File: config.mk
export PLATFORM = sky130hd
export DESIGN_NAME = systolic_array_controller
export DESIGN_NICKNAME = d
export VERILOG_FILES = /design/src/rtl/systolic_pkg.sv /design/src/rtl/sa_delay_line.sv /design/src/rtl/systolic_array_controller.sv
export SDC_FILE = /design/constraint.sdc
export NUM_CORES = 1
export LEC_CHECK = 0
export ABC_CLOCK_PERIOD_IN_PS = 3650
export CAP_MARGIN = 10
export CELL_PAD_IN_SITES_DETAIL_PLACEMENT = 1
export CELL_PAD_IN_SITES_GLOBAL_PLACEMENT = 2
export CORE_MARGIN = 8
export CORE_UTILIZATION = 36
export DETAILED_ROUTE_END_ITERATION = 8
export GPL_TIMING_DRIVEN = 0
export PLACE_DENSITY = 0.93
export SLEW_MARGIN = 30
export SYNTH_ARGS = -nofsm -noshare
export SYNTH_HDL_FRONTEND = slang
export SYNTH_HIERARCHICAL = 1
export SYNTH_SLANG_ARGS = --single-unit
export TNS_END_PERCENT = 20
File: constraint.sdc
create_clock -name clk -period 3.65 [get_ports clk]
set_input_delay 0.5475 -clock clk [delete_from_list [all_inputs] [get_ports clk]]
set_output_delay 0.5475 -clock clk [all_outputs]
set_load 0.03 [all_outputs]
File: src/rtl/systolic_pkg.sv
// systolic_pkg: shared types and sizing helpers for the systolic array sequencer.
// Holds the job state enum, default array geometry and the pipeline latency formula.
package systolic_pkg;

    typedef enum logic [2:0] {
        IDLE,
        LOAD_W,
        STREAM,
        DRAIN,
        DONE
    } sa_state_e;

    localparam int DEF_ARRAY_ROWS = 4;
    localparam int DEF_ARRAY_COLS = 4;
    localparam int DEF_ROW_SKEW   = 2;

    // Row-0 activation entry to first bottom-row psum: skew across rows,
    // 2-cycle PE psum stage, then the column ripple.
    function automatic int calc_pipe_lat(
        input int rows,
        input int cols,
        input int skew
    );
        return skew * (rows - 1) + 2 + cols - 1;
    endfunction

endpackage

File: src/rtl/sa_delay_line.sv
// sa_delay_line: 1-bit delay of DEPTH cycles (DEPTH >= 1) with hold enable.
// Used for the activation lane skew taps and the result-valid pipe.
module sa_delay_line #(
    parameter int DEPTH = 1
) (
    input  logic clk,
    input  logic rst_n,
    input  logic i_en,
    input  logic i_d,
    output logic o_q
);

    logic [DEPTH-1:0] r_sr;

    // Advance one stage per enabled cycle; freeze while the array is stalled
    always_ff @(posedge clk or negedge rst_n) begin
        if (!rst_n) begin
            r_sr <= '0;
        end else if (i_en) begin
            r_sr <= (r_sr << 1) | DEPTH'(i_d);
        end
    end

    assign o_q = r_sr[DEPTH-1];

endmodule

File: src/rtl/systolic_array_controller.sv
// systolic_array_controller: job sequencer for a weight-stationary systolic array.
// Optional SA_CTRL_PERF_EN adds saturating busy/stall cycle counters.
module systolic_array_controller
    import systolic_pkg::*;
#(
    parameter int ARRAY_ROWS = DEF_ARRAY_ROWS,
    parameter int ARRAY_COLS = DEF_ARRAY_COLS,
    parameter int CNT_W      = 16,
    parameter int ROW_SKEW   = DEF_ROW_SKEW,
    parameter int PIPE_LAT   = calc_pipe_lat(ARRAY_ROWS, ARRAY_COLS, ROW_SKEW),
    localparam int RA_W      = (ARRAY_ROWS > 1) ? $clog2(ARRAY_ROWS) : 1
) (
    input  logic                  clk,
    input  logic                  rst_n,
    input  logic                  cfg_start,
    input  logic [CNT_W-1:0]      cfg_num_vectors,
    input  logic                  cfg_load_weights,
    output logic                  wt_rd_en,
    output logic [RA_W-1:0]       wt_rd_row,
    output logic [ARRAY_ROWS-1:0] load_weight_en,
    output logic                  act_rd_en,
    output logic [CNT_W-1:0]      act_rd_idx,
    output logic [ARRAY_ROWS-1:0] act_lane_en,
    output logic                  pe_enable,
    output logic                  res_valid,
    input  logic                  res_ready,
    output logic [CNT_W-1:0]      res_idx,
    output logic                  busy,
`ifdef SA_CTRL_PERF_EN
    output logic [31:0]           perf_busy_cycles,
    output logic [31:0]           perf_stall_cycles,
`endif
    output logic                  done
);

    localparam logic [RA_W:0]      ROW_END = (RA_W + 1)'(ARRAY_ROWS);
    localparam logic [CNT_W-1:0]   CNT_ONE = CNT_W'(1);

    sa_state_e             r_state;
    sa_state_e             w_next;
    logic [CNT_W-1:0]      r_num;
    logic [CNT_W-1:0]      r_vec;
    logic [CNT_W-1:0]      r_acc;
    logic [RA_W:0]         r_row;
    logic [ARRAY_ROWS-1:0] r_lwe;
    logic                  r_v0;
    logic [ARRAY_ROWS-1:0] w_lane;
    logic                  w_res_valid;
    logic                  w_stall;
    logic                  w_shift_en;
    logic                  w_accept;
    logic                  w_start;
    logic                  w_busy;
    logic                  w_wt_rd;
    logic                  w_act_rd;
    logic                  w_done;

    assign w_stall    = w_res_valid & ~res_ready;
    assign w_shift_en = ~w_stall;
    assign w_accept   = w_res_valid & res_ready;
    assign w_start    = (r_state == IDLE) & cfg_start;

    // State register
    always_ff @(posedge clk or negedge rst_n) begin
        if (!rst_n) begin
            r_state <= IDLE;
        end else if (!w_stall) begin
            r_state <= w_next;
        end
    end

    // Next-state decode; DRAIN exits on the final accepted result
    always_comb begin
        w_next = r_state;
        unique case (r_state)
            IDLE: begin
                if (cfg_start) begin
                    if (cfg_load_weights) begin
                        w_next = LOAD_W;
                    end else if (cfg_num_vectors == '0) begin
                        w_next = DONE;
                    end else begin
                        w_next = STREAM;
                    end
                end
            end
            LOAD_W: begin
                if (r_row == ROW_END) begin
                    w_next = (r_num == '0) ? DONE : STREAM;
                end
            end
            STREAM: begin
                if (r_vec == r_num - CNT_ONE) begin
                    w_next = DRAIN;
                end
            end
            DRAIN: begin
                if (r_acc == r_num ||
                    (w_accept && r_acc == r_num - CNT_ONE)) begin
                    w_next = DONE;
                end
            end
            DONE: begin
                w_next = IDLE;
            end
            default: begin
                w_next = IDLE;
            end
        endcase
    end

    // Per-state strobes; reads are suppressed while stalled
    always_comb begin
        w_busy   = 1'b0;
        w_wt_rd  = 1'b0;
        w_act_rd = 1'b0;
        w_done   = 1'b0;
        unique case (r_state)
            LOAD_W: begin
                w_busy  = 1'b1;
                w_wt_rd = ~w_stall & (r_row != ROW_END);
            end
            STREAM: begin
                w_busy   = 1'b1;
                w_act_rd = ~w_stall;
            end
            DRAIN: begin
                w_busy = 1'b1;
            end
            DONE: begin
                w_done = 1'b1;
            end
            default: begin
                w_busy = 1'b0;
            end
        endcase
    end

    // Job length latch plus row, issue and accept counters
    always_ff @(posedge clk or negedge rst_n) begin
        if (!rst_n) begin
            r_num <= '0;
            r_row <= '0;
            r_vec <= '0;
            r_acc <= '0;
        end else if (w_start) begin
            r_num <= cfg_num_vectors;
            r_row <= '0;
            r_vec <= '0;
            r_acc <= '0;
        end else if (r_state == DONE) begin
            r_vec <= '0;
            r_acc <= '0;
        end else if (!w_stall) begin
            if (w_wt_rd) begin
                r_row <= r_row + 1'b1;
            end
            if (r_state == LOAD_W && r_row == ROW_END) begin
                r_row <= '0;
            end
            if (w_act_rd) begin
                r_vec <= r_vec + CNT_ONE;
            end
            if (w_accept) begin
                r_acc <= r_acc + CNT_ONE;
            end
        end
    end

    // PE weight load strobe follows the buffer read by its 1-cycle latency
    always_ff @(posedge clk or negedge rst_n) begin
        if (!rst_n) begin
            r_lwe <= '0;
        end else if (w_wt_rd) begin
            r_lwe <= ARRAY_ROWS'(1) << r_row[RA_W-1:0];
        end else begin
            r_lwe <= '0;
        end
    end

    // Row-0 activation valid arrives one cycle after its buffer read
    always_ff @(posedge clk or negedge rst_n) begin
        if (!rst_n) begin
            r_v0 <= 1'b0;
        end else if (!w_stall) begin
            r_v0 <= w_act_rd;
        end
    end

    assign w_lane[0] = r_v0;

    generate
        for (genvar g = 1; g < ARRAY_ROWS; g++) begin : g_lane
            sa_delay_line #(
                .DEPTH(g * ROW_SKEW)
            ) u_lane (
                .clk  (clk),
                .rst_n(rst_n),
                .i_en (w_shift_en),
                .i_d  (r_v0),
                .o_q  (w_lane[g])
            );
        end
    endgenerate

    sa_delay_line #(
        .DEPTH(PIPE_LAT)
    ) u_res (
        .clk  (clk),
        .rst_n(rst_n),
        .i_en (w_shift_en),
        .i_d  (r_v0),
        .o_q  (w_res_valid)
    );

`ifdef SA_CTRL_PERF_EN
    logic [31:0] r_perf_busy;
    logic [31:0] r_perf_stall;

    // Saturating activity counters, cleared when a job is accepted
    always_ff @(posedge clk or negedge rst_n) begin
        if (!rst_n) begin
            r_perf_busy  <= '0;
            r_perf_stall <= '0;
        end else if (w_start) begin
            r_perf_busy  <= '0;
            r_perf_stall <= '0;
        end else begin
            if (w_busy && r_perf_busy != '1) begin
                r_perf_busy <= r_perf_busy + 32'd1;
            end
            if (w_stall && r_perf_stall != '1) begin
                r_perf_stall <= r_perf_stall + 32'd1;
            end
        end
    end

    assign perf_busy_cycles  = r_perf_busy;
    assign perf_stall_cycles = r_perf_stall;
`endif

    assign wt_rd_en       = w_wt_rd;
    assign wt_rd_row      = w_wt_rd ? r_row[RA_W-1:0] : '0;
    assign load_weight_en = r_lwe;
    assign act_rd_en      = w_act_rd;
    assign act_rd_idx     = w_act_rd ? r_vec : '0;
    assign act_lane_en    = w_lane;
    assign pe_enable      = w_busy & ~w_stall;
    assign res_valid      = w_res_valid;
    assign res_idx        = r_acc;
    assign busy           = w_busy;
    assign done           = w_done;

endmodule

==> key figures, run 1 <==
STA
  • Slew of the pin with the lowest slew margin: 0.656 ns
  • Highest Clock Rate: 289 MHz
  • Count of final hold-check violations: 0
  • Aggregate negative setup slack: 0 ns
  • Unrepaired setup endpoints after global routing: false
  • Final count of pins violating max slew: 0
  • Worst Slack Setup Final: 0.185 ns
  • Final setup vio count: 0
  • Period utilisation layout: 0.949
  • Time the final worst path needs with I/O delays and setup: 3.46 ns
  • Worst clock skew on the final layout: 0.00658 ns
  • Worst slew margin relative to its limit: 0.557

Yosys
  • Ranking of synthesized cells by instance count: dfrtp_1 (82), nor2_1 (41), nand2_1 (39), xor2_1 (39), xnor2_1 (30)
  • Largest cells by area after synthesis: dfrtp_1 (42%), xor2_1 (7.0%), xnor2_1 (5.4%), mux2_4 (5.2%), mux2_2 (5.1%)
  • Share of async-settable or async-resettable flops after synthesis: 1.00
  • Multiplexer area fraction after synthesis: 0.111
  • Count of mapped cells out of synthesis: 479
  • Warnings from Yosys: 6
  • Post-synthesis adder-cell area fraction: 0.0205
  • Flip-flop and latch count after synthesis: between 80 and 90
  • Top_reg_cell synth: dfrtp_1
  • Number of synthesized flops with an enable pin: 0
  • Total standard cell area after synthesis: 0.00489 sq mm
  • Sequential-to-total area share from yosys stat: 0.420
  • Post-Synthesis Mean Instance Area: 10.2 sq um
  • Cell type with the largest total area after synthesis: dfrtp_1
  • Fraction of the mapped netlist area in simple logic gates: 0.210
  • Synth cell types: 58
  • Post-Syn Nets: 508
  • Main combinational cell family by area after synthesis: simple AND/OR/NAND/NOR gates
  • Post-synthesis compound-gate area fraction: 0.0727
  • Post-synth top area share: 0.420
  • XOR/XNOR share of the synthesized area: 0.124
  • Cell with the most instances after synthesis: dfrtp_1

Clocking
  • CTS Root Buffer Type: clkbuf_16
  • Clock insertion delay at the later pin of the skew report: between 0.3 and 0.4 ns
  • Clock transition at path regs: roughly 0.06 ns
  • Clock Sinks: 82
  • Post-CTS setup buffer count: 0
  • TritonCTS clock tree: built
  • Total number of H-tree levels: 3
  • Num CTS Buffers: 9
  • Deepest clock path buffer count: 2

Setup path
  • Critical path launch point type: input pin
  • Crit Path Category: in -> out
  • Crit-path max cell delay: 0.68 ns
  • Maximum fanout count along the critical path: 10
  • Top cell by count, worst path: clkdlybuf4s50_1
  • Cell Chain, Critical Path: clkdlybuf4s50_1, nor2b_1, nor4_2, clkbuf_1, and2_1, clkdlybuf4s50_1
  • Arrival time of data at the critical path endpoint: 2.92 ns
  • Worst reg2reg path depth: 9
  • Worst Path Required: 3.10 ns
  • Register-to-register setup slack: 0.22 ns
  • Endpoint of the worst-slack reg-to-reg timing path: r_state[2]
  • Launch point of the worst reg-to-reg path: r_num[0]
  • CP max-delay cell: clkdlybuf4s50_1
  • Crit end category: output pin

GRT
  • Total overflow reported by the global router: 0
  • Initial antenna violation count: 0
  • Vias in the first global route: 4,168
  • Total routing usage reported by global routing: 0.157
  • First-pass GRT wire length: 22,500 um
  • Pin count of the biggest net entering global routing: a little under 50

Hold path
  • Type of the tightest min-delay check: in -> async

Floorplanning
  • I/O pin total: 69
  • Die Span X: ~130 um
  • Floorplan row count: 42
  • Total die area: approximately 0.018 sq mm
  • Initial core utilization: 0.369
  • Chip Height: 133 um
  • Core area: around 0.013 sq mm

Placed design
  • Estimated wirelength of the detail-placed design: 10,500 um
  • Placer Congestion: 0.908
  • Port Buffers: 68
  • Dpl ws: -0.0566 ns

Drt
  • Final wirelength: 13,600 um
  • Post-route DRC: 0
  • Violation count after the first detailed-routing iteration: 140
  • Antenna violation net count after detailed routing: 0
  • First-pass detailed-route iteration total: 4
  • Wire per inst: 18.4 um
  • Vias per std cell: 5.18
  • Vias: 3,835

Layout
  • FILL cells: 1,474
  • Area grow syn2layout: 25.2%
  • Fraction of layout cells with a size suffix above 1: 0.147
  • Utilization after layout: 0.462
  • Final-stage net count: 588
  • Total inserted antenna cells: 0

Power
  • Leakage: 2.59 nW
  • Power density relative to cell area: 775 mW/mm^2
  • Largest vdd supply drop: 0.000304 V

Job
  • Reported max-cap violation count: 0

Run status
  • Outcome: completed
-- per-stage QoR --
step / cells / hold slack, ns / power [mW] / area (sq um)
after floorplan: 479 / 0.252 / 3.13 / 4890
after global placement: 723 / 0.484 / 3.76 / 5790
after detailed placement: 724 / 0.469 / 3.86 / 5820
after CTS: 740 / 0.105 / 4.79 / 6120
after global routing: 740 / 0.113 / 5.05 / 6120
final: 740 / 0.0936 / 4.74 / 6120
-- worst max-delay path, delay by kind of cell --
family,cells,cell delay (ns)
buffers and inverters,3,1.58
AND/OR/NAND/NOR,3,0.78
-- layout make-up --
class / instances / area, sq um / share of cell area
inverters: 10 / 37.5 / 0.00613
repair buffers: 69 / 709 / 0.116
well taps: 176 / 220 / 0.0360
flip-flops and latches: 82 / 2050 / 0.335
plain buffers: 31 / 171 / 0.0280
clock buffers: 12 / 236 / 0.0386
clock inverters: 4 / 51.3 / 0.00838
multi-input cells: 356 / 2650 / 0.432
-- metal layers --
metal / share of wire / GRT usage / wire (um)
met1: 0.45 / 0.197 / 6130
met2: 0.50 / 0.267 / 6780
met3: 0.037 / 0.0307 / 503
met4: 0.012 / 0.0479 / 168
met5: 0 / 0 / 0
-- report_power, final --
group | switching, mW | total (mW) | internal [mW]
clock network | 0.361 | 0.893 | 0.532
registers | 0.286 | 1.49 | 1.20
logic | 1.29 | 2.36 | 1.07
total | 1.93 | 4.74 | 2.81
-- cells in the final DEF (no fill, tap or decap), types with 13 or more instances in the layout --
master,count
and2_1,24
clkbuf_1,20
clkdlybuf4s50_1,67
dfrtp_1,82
mux2_2,22
mux2_4,17
nand2_1,39
nor2_1,41
o21ai_0,13
xnor2_1,30
xor2_1,39
-- registers in the layout, summed over array words and instances (netlist names) --
| name | flops |
|---|---|
| r_v0 | 1 |
| r_vec | 16 |
| r_row | 3 |
| r_num | 16 |
| u_res/r_sr | 11 |
| load_weight_en | 4 |
| g_lane.u_lane/r_sr | 12 |
| r_state | 3 |
| res_idx | 16 |
-- what timing repair did --
| item | 4_1_cts | 5_1_grt |
|---|---|---|
| gates cloned | 0 | 0 |
| endpoints found under the setup margin | 9 | 2 |
| gates resized for setup | 2 | 1 |
| pin swaps | 0 | 0 |
| hold buffers | 0 | 0 |
-- worst max path at each step --
| stage | startpoint | endpoint | slack [ns] |
|---|---|---|---|
| floorplan | r_num[0] | r_state[2] | 0.68 |
| global placement | rst_n | g_lane[2].u_lane/r_sr[2] | -0.88 |
| detailed placement | res_ready | wt_rd_row[0] | -0.06 |
| CTS | r_state[0] | wt_rd_row[0] | 0.06 |
| global route | res_ready | act_rd_idx[13] | 0.009 |
| finish | res_ready | act_rd_idx[10] | 0.19 |
-- cells by family (layout without fill, tap and decap cells) --
group / count (synthesis) / in the layout
multiplexers: 43 / 43
AND/OR/NAND/NOR: 185 / 185
XOR/XNOR: 69 / 69
adder cells (fa/ha/maj): 8 / 8
buffers and inverters: 41 / 126
flip-flops: 82 / 82
AO/OA/AOI/OAI: 51 / 51
Power figures use the tool's default switching activity.
==> run 2: changes to the inputs <==
--- a/config.mk
+++ b/config.mk
@@ -14,6 +14,7 @@
 export DETAILED_ROUTE_END_ITERATION = 8
 export GPL_TIMING_DRIVEN = 0
 export PLACE_DENSITY = 0.93
+export SKIP_CTS_REPAIR_TIMING = 1
 export SLEW_MARGIN = 30
 export SYNTH_ARGS = -nofsm -noshare
 export SYNTH_HDL_FRONTEND = slang
==> key figures, run 2 (same netlist as run 1, synthesis figures left out) <==
Placed design
  • Placer Congestion: 0.908 (unchanged)
  • Dpl ws: -0.0566 ns (unchanged)
  • Port Buffers: 68 (unchanged)
  • Estimated wirelength of the detail-placed design: 10,500 um (unchanged)

Layout
  • Total inserted antenna cells: 0 (unchanged)
  • Utilization after layout: 0.462 (unchanged)
  • Commonest non-fill, non-tap cell in the layout: dfrtp_1
  • FILL cells: 1,474 (unchanged)
  • Final-stage net count: 588 (unchanged)
  • Area grow syn2layout: 25.2% (unchanged)
  • Most used cells in the layout excluding fill and tap cells: dfrtp_1 (82), clkdlybuf4s50_1 (67), nor2_1 (41)
  • Fraction of layout cells with a size suffix above 1: 0.147 (unchanged)
  • Area occupied by registers: 0.00205 sq mm (unchanged)
  • Multi-input combinational cell area: 0.00265 sq mm (unchanged)

Drt
  • Post-route DRC: 0 (unchanged)
  • Vias: 3,838 (+0.078%)
  • Vias per std cell: 5.19 (about the same)
  • Violation count after the first detailed-routing iteration: 133 (-5.0%)
  • Final wirelength: 13,700 um (+0.58%)
  • First-pass detailed-route iteration total: 4 (unchanged)
  • Wire per inst: 18.5 um (+0.58%)
  • Antenna violation net count after detailed routing: 0 (unchanged)

STA
  • Unrepaired setup endpoints after global routing: false
  • Worst Slack Setup Final: 0.176 ns (-0.00976 ns)
  • Slew of the pin with the lowest slew margin: 0.665 ns (+0.00898 ns)
  • Worst slew margin relative to its limit: 0.551 (-0.00607)
  • Worst clock skew on the final layout: 0.00675 ns (+0.000166 ns)
  • Highest Clock Rate: 288 MHz (-0.28%)
  • Final count of pins violating max slew: 0 (unchanged)
  • Final setup vio count: 0 (unchanged)
  • Count of final hold-check violations: 0 (unchanged)
  • Time the final worst path needs with I/O delays and setup: 3.47 ns (+0.00976 ns)
  • Period utilisation layout: 0.952 (+0.00267)

GRT
  • First-pass GRT wire length: 22,500 um (-0.19%)
  • Initial antenna violation count: 0 (unchanged)
  • Total routing usage reported by global routing: 0.157 (-0.000321)
  • Vias in the first global route: 4,162 (-0.14%)
  • Pin count of the biggest net entering global routing: 49 (unchanged)
  • Total overflow reported by the global router: 0 (unchanged)

Setup path
  • Crit end category: flop
  • Critical path launch point type: flop
  • Worst Path Required: 3.87 ns (+0.77 ns)
  • Maximum fanout count along the critical path: 7 (-3)
  • Launch point of the worst reg-to-reg path: r_num[0]
  • Launch point of the critical path: r_num[0]
  • Crit Path Category: reg -> reg
  • Arrival time of data at the critical path endpoint: 3.70 ns (+0.78 ns)

Floorplanning
  • Core area: 0.0132 sq mm (unchanged)
  • Floorplan row count: 42 (unchanged)
  • Chip Height: 133 um (unchanged)
  • Total die area: 0.0176 sq mm (unchanged)
  • Initial core utilization: 0.369 (unchanged)
  • Die Span X: 133 um (unchanged)
  • I/O pin total: 69 (unchanged)

Clocking
  • Deepest clock path buffer count: 2 (unchanged)
  • Clock Sinks: 82 (unchanged)
  • Clock transition at path regs: 0.06 ns (about the same)
  • Total number of H-tree levels: 3 (unchanged)
  • CTS Root Buffer Type: clkbuf_16
  • Num CTS Buffers: 9 (unchanged)
  • TritonCTS clock tree: built
  • Clock insertion delay at the later pin of the skew report: 0.34 ns (about the same)

Power
  • Net Switching: 1.94 mW (+0.45%)
  • Power density relative to cell area: 776 mW/mm^2 (+0.18%)
  • Leakage: 2.59 nW (unchanged)
  • Share of power burned in the clock network: 0.188 (about the same)
  • Portion of total power attributed to combinational logic: 0.498 (about the same)
  • Net switching share of the total power: 0.409 (+0.00108)
  • Relative contribution of sequential cells to total power: 0.314 (about the same)
  • Cell-internal power: 2.81 mW (about the same)
  • Largest vdd supply drop: 0.000304 V (about the same)

Job
  • Reported max-cap violation count: 0 (unchanged)

Hold path
  • Type of the tightest min-delay check: in -> async

Run status
  • Outcome: completed
==> run 2: routing by layer <==
metal / global-route usage / part of all wire
met1: 0.197 / 0.46
met2: 0.266 / 0.50
met3: 0.0307 / 0.030
met4: 0.0479 / 0.012
met5: 0 / 0
==> run 2: critical path: stages (launching register included) <==
cell and delay (ns):
dfrtp_1 0.44, inv_1 0.12, ha_1 0.23, nor3b_2 0.45, nor3b_2 0.39, xnor2_1 0.22
o22ai_1 0.12, or4_1 0.58, o41ai_4 0.46, mux2_4 0.34
==> run 2: layout make-up <==
| class | count | area share |
|---|---|---|
| multi-input combinational | 356 | 0.432 |
| inverter | 10 | 0.00613 |
| buffer | 31 | 0.0280 |
| clock inverter | 4 | 0.00838 |
| tap | 176 | 0.0360 |
| sequential | 82 | 0.335 |
| clock buffer | 12 | 0.0386 |
| timing repair buffer | 69 | 0.116 |
==> run 2: final timing paths <==
| check | cells after the start | endpoint | slack, ns |
|---|---|---|---|
| max reg2reg | 9 | r_state[2] | 0.18 |
| max | 9 | r_state[2] | 0.18 |
| min reg2reg | 1 | g_lane[1].u_lane/r_sr[1] | 0.51 |
| max in group asynchronous | 2 | g_lane[1].u_lane/r_sr[0] | 3.00 |
| min in group clk | 1 | g_lane[1].u_lane/r_sr[1] | 0.51 |
| min | 1 | res_idx[5] | 0.09 |
==> run 2: power by group through the flow <==
| stage | Sequential [mW] | Combinational [mW] | Clock, mW |
|---|---|---|---|
| floorplan | 1.48 | 1.65 | 0 |
| global placement | 1.48 | 2.28 | 0 |
| detailed placement | 1.50 | 2.35 | 0 |
| CTS | 1.49 | 2.37 | 0.918 |
| global route | 1.53 | 2.56 | 0.946 |
| finish | 1.49 | 2.37 | 0.895 |
==> run 2: per-stage QoR <==
stage | area (sq um) | total power [mW] | std cells | setup TNS [ns] | hold WS, ns
6_report | 6120 | 4.75 | 740 | 0 | 0.0921
5_1_grt | 6120 | 5.04 | 740 | 0 | 0.113
4_1_cts | 6110 | 4.78 | 740 | -0.607 | 0.105
3_5_place_dp | 5820 | 3.86 | 724 | -0.258 | 0.469
3_3_place_gp | 5790 | 3.76 | 723 | -71.78 | 0.484
2_1_floorplan | 4890 | 3.13 | 479 | 0 | 0.252
==> run 3: changes to the inputs <==
--- a/config.mk
+++ b/config.mk
@@ -11,6 +11,7 @@
 export CELL_PAD_IN_SITES_GLOBAL_PLACEMENT = 2
 export CORE_MARGIN = 8
 export CORE_UTILIZATION = 36
+export CTS_BUF_LIST = sky130_fd_sc_hd__clkbuf_8
 export DETAILED_ROUTE_END_ITERATION = 8
 export GPL_TIMING_DRIVEN = 0
 export PLACE_DENSITY = 0.93
==> key figures, run 3 (same netlist as run 1, synthesis figures left out) <==
Drt
  • Vias per std cell: 5.17 (-0.31%)
  • First-pass detailed-route iteration total: 4 (unchanged)
  • Wire per inst: 18.4 um (-0.19%)
  • Final wirelength: 13,600 um (-0.19%)
  • Vias: 3,826 (-0.31%)
  • Antenna violation net count after detailed routing: 0 (unchanged)
  • Post-route DRC: 0 (unchanged)
  • Violation count after the first detailed-routing iteration: 136 (+2.3%)

Clocking
  • TritonCTS clock tree: built
  • Num CTS Buffers: 9 (unchanged)
  • Deepest clock path buffer count: 2 (unchanged)
  • Clock transition at path regs: 0.08 ns (+0.02 ns)
  • Clock Sinks: 82 (unchanged)
  • Clock insertion delay at the later pin of the skew report: 0.35 ns (about the same)
  • CTS Root Buffer Type: clkbuf_8
  • Total number of H-tree levels: 3 (unchanged)

Layout
  • Utilization after layout: 0.455 (-0.00718)
  • Total inserted antenna cells: 0 (unchanged)
  • Most used cells in the layout excluding fill and tap cells: dfrtp_1 (82), clkdlybuf4s50_1 (67), nor2_1 (41)
  • Non-filler cells in the finished layout: 740 (unchanged)
  • Final-stage net count: 588 (unchanged)
  • Area grow syn2layout: 23.3%
  • Fraction of layout cells with a size suffix above 1: 0.147 (unchanged)
  • Commonest non-fill, non-tap cell in the layout: dfrtp_1
  • Final standard cell area without fillers: 0.00603 sq mm (-1.6%)

Setup path
  • Launch point of the worst reg-to-reg path: r_num[0]
  • Endpoint of the worst-slack reg-to-reg timing path: r_state[2]
  • Register-to-register setup slack: 0.26 ns (+0.08 ns)
  • Arrival time of data at the critical path endpoint: 2.92 ns (-0.78 ns)
  • Crit end category: output pin
  • CP top delay family: buffers and inverters
  • Cell Chain, Critical Path: clkbuf_1, inv_1, nor4_2, a21boi_2, and2_1, clkdlybuf4s50_1
  • Crit-path max cell delay: 0.67 ns (+0.09 ns)
  • Worst Path Required: 3.10 ns (-0.77 ns)
  • Maximum fanout count along the critical path: 8 (+1)
  • Worst reg2reg path depth: 9 (unchanged)
  • Critical path launch point type: flop
  • CP max-delay cell: clkdlybuf4s50_1
  • Crit Path Category: reg -> out
  • Buffers and inverters on the worst path: 3 (+2)

STA
  • Time the final worst path needs with I/O delays and setup: 3.47 ns (-0.00510 ns)
  • Period utilisation layout: 0.951 (-0.00140)
  • Final count of pins violating max slew: 0 (unchanged)
  • Worst clock skew on the final layout: 0.0113 ns (+0.00455 ns)
  • Slew of the pin with the lowest slew margin: 0.669 ns (+0.00355 ns)
  • Aggregate negative setup slack: 0 ns (unchanged)
  • Highest Clock Rate: 288 MHz (+0.15%)
  • Final setup vio count: 0 (unchanged)
  • Count of final hold-check violations: 0 (unchanged)
  • Worst slew margin relative to its limit: 0.548 (-0.00240)

GRT
  • Total routing usage reported by global routing: 0.157 (+0.000253)
  • Total overflow reported by the global router: 0 (unchanged)
  • Vias in the first global route: 4,160 (-0.048%)
  • First-pass GRT wire length: 22,600 um (+0.25%)
  • Initial antenna violation count: 0 (unchanged)
  • Pin count of the biggest net entering global routing: 49 (unchanged)

Placed design
  • Placed instance area: 0.00582 sq mm (unchanged)
  • Placer Congestion: 0.908 (unchanged)
  • Port Buffers: 68 (unchanged)
  • Estimated wirelength of the detail-placed design: 10,500 um (unchanged)
  • Total placed cells including tap cells: 724 (unchanged)

Power
  • Leakage: 2.56 nW (-1.2%)
  • Pwr Total: 4.50 mW (-5.2%)
  • Largest vdd supply drop: 0.000294 V (-3.0%)
  • Power density relative to cell area: 747 mW/mm^2 (-3.7%)

Floorplanning
  • Initial core utilization: 0.369 (unchanged)
  • Total die area: 0.0176 sq mm (unchanged)
  • Chip Height: 133 um (unchanged)
  • Floorplan row count: 42 (unchanged)
  • Die Span X: 133 um (unchanged)
  • I/O pin total: 69 (unchanged)
  • Core area: 0.0132 sq mm (unchanged)

Job
  • Reported max-cap violation count: 0 (unchanged)

Run status
  • Outcome: completed

Hold path
  • Type of the tightest min-delay check: in -> async
==> run 3: area by class of cell <==
class                      count  area (sq um)
fill                        1490          7210
multi-input combinational    356          2650
sequential                    82          2050
timing repair buffer          69           709
tap                          176           220
buffer                        31           171
clock buffer                   9           124
clock inverter                 7          62.6
inverter                      10          37.5
==> run 3: worst max path at each step <==
| stage | startpoint | endpoint | slack, ns | cells after the start |
|---|---|---|---|---|
| 2_1_floorplan | r_num[0] | r_state[2] | 0.68 | 9 |
| 3_3_place_gp | rst_n | g_lane[2].u_lane/r_sr[2] | -0.88 | 1 |
| 3_5_place_dp | res_ready | wt_rd_row[0] | -0.06 | 6 |
| 4_1_cts | r_state[0] | wt_rd_row[0] | -0.19 | 6 |
| 5_1_grt | r_state[0] | wt_rd_row[1] | -0.002 | 6 |
| 6_report | r_state[0] | wt_rd_row[0] | 0.18 | 6 |
==> run 3: routing by layer <==
layer,vias to the layer above,global-route usage,part of all wire
met5,-,0,0
met4,0,0.0479,0.012
met3,13,0.0295,0.035
met2,71,0.267,0.50
met1,1928,0.198,0.45
li1,1814,-,-
==> run 3: per-stage QoR <==
step | hold WS (ns) | setup WS, ns
after floorplan | 0.252 | 0.682
after global routing | 0.0826 | -0.00240
after CTS | 0.0715 | -0.189
final | 0.0708 | 0.181
after global placement | 0.484 | -0.878
after detailed placement | 0.469 | -0.0566
==> run 3: report_power, final <==
part           internal (mW)  total (mW)  switching, mW
sequential              1.20        1.49          0.289
clock                  0.310       0.643          0.333
combinational           1.08        2.37           1.29
total                   2.59        4.50           1.91
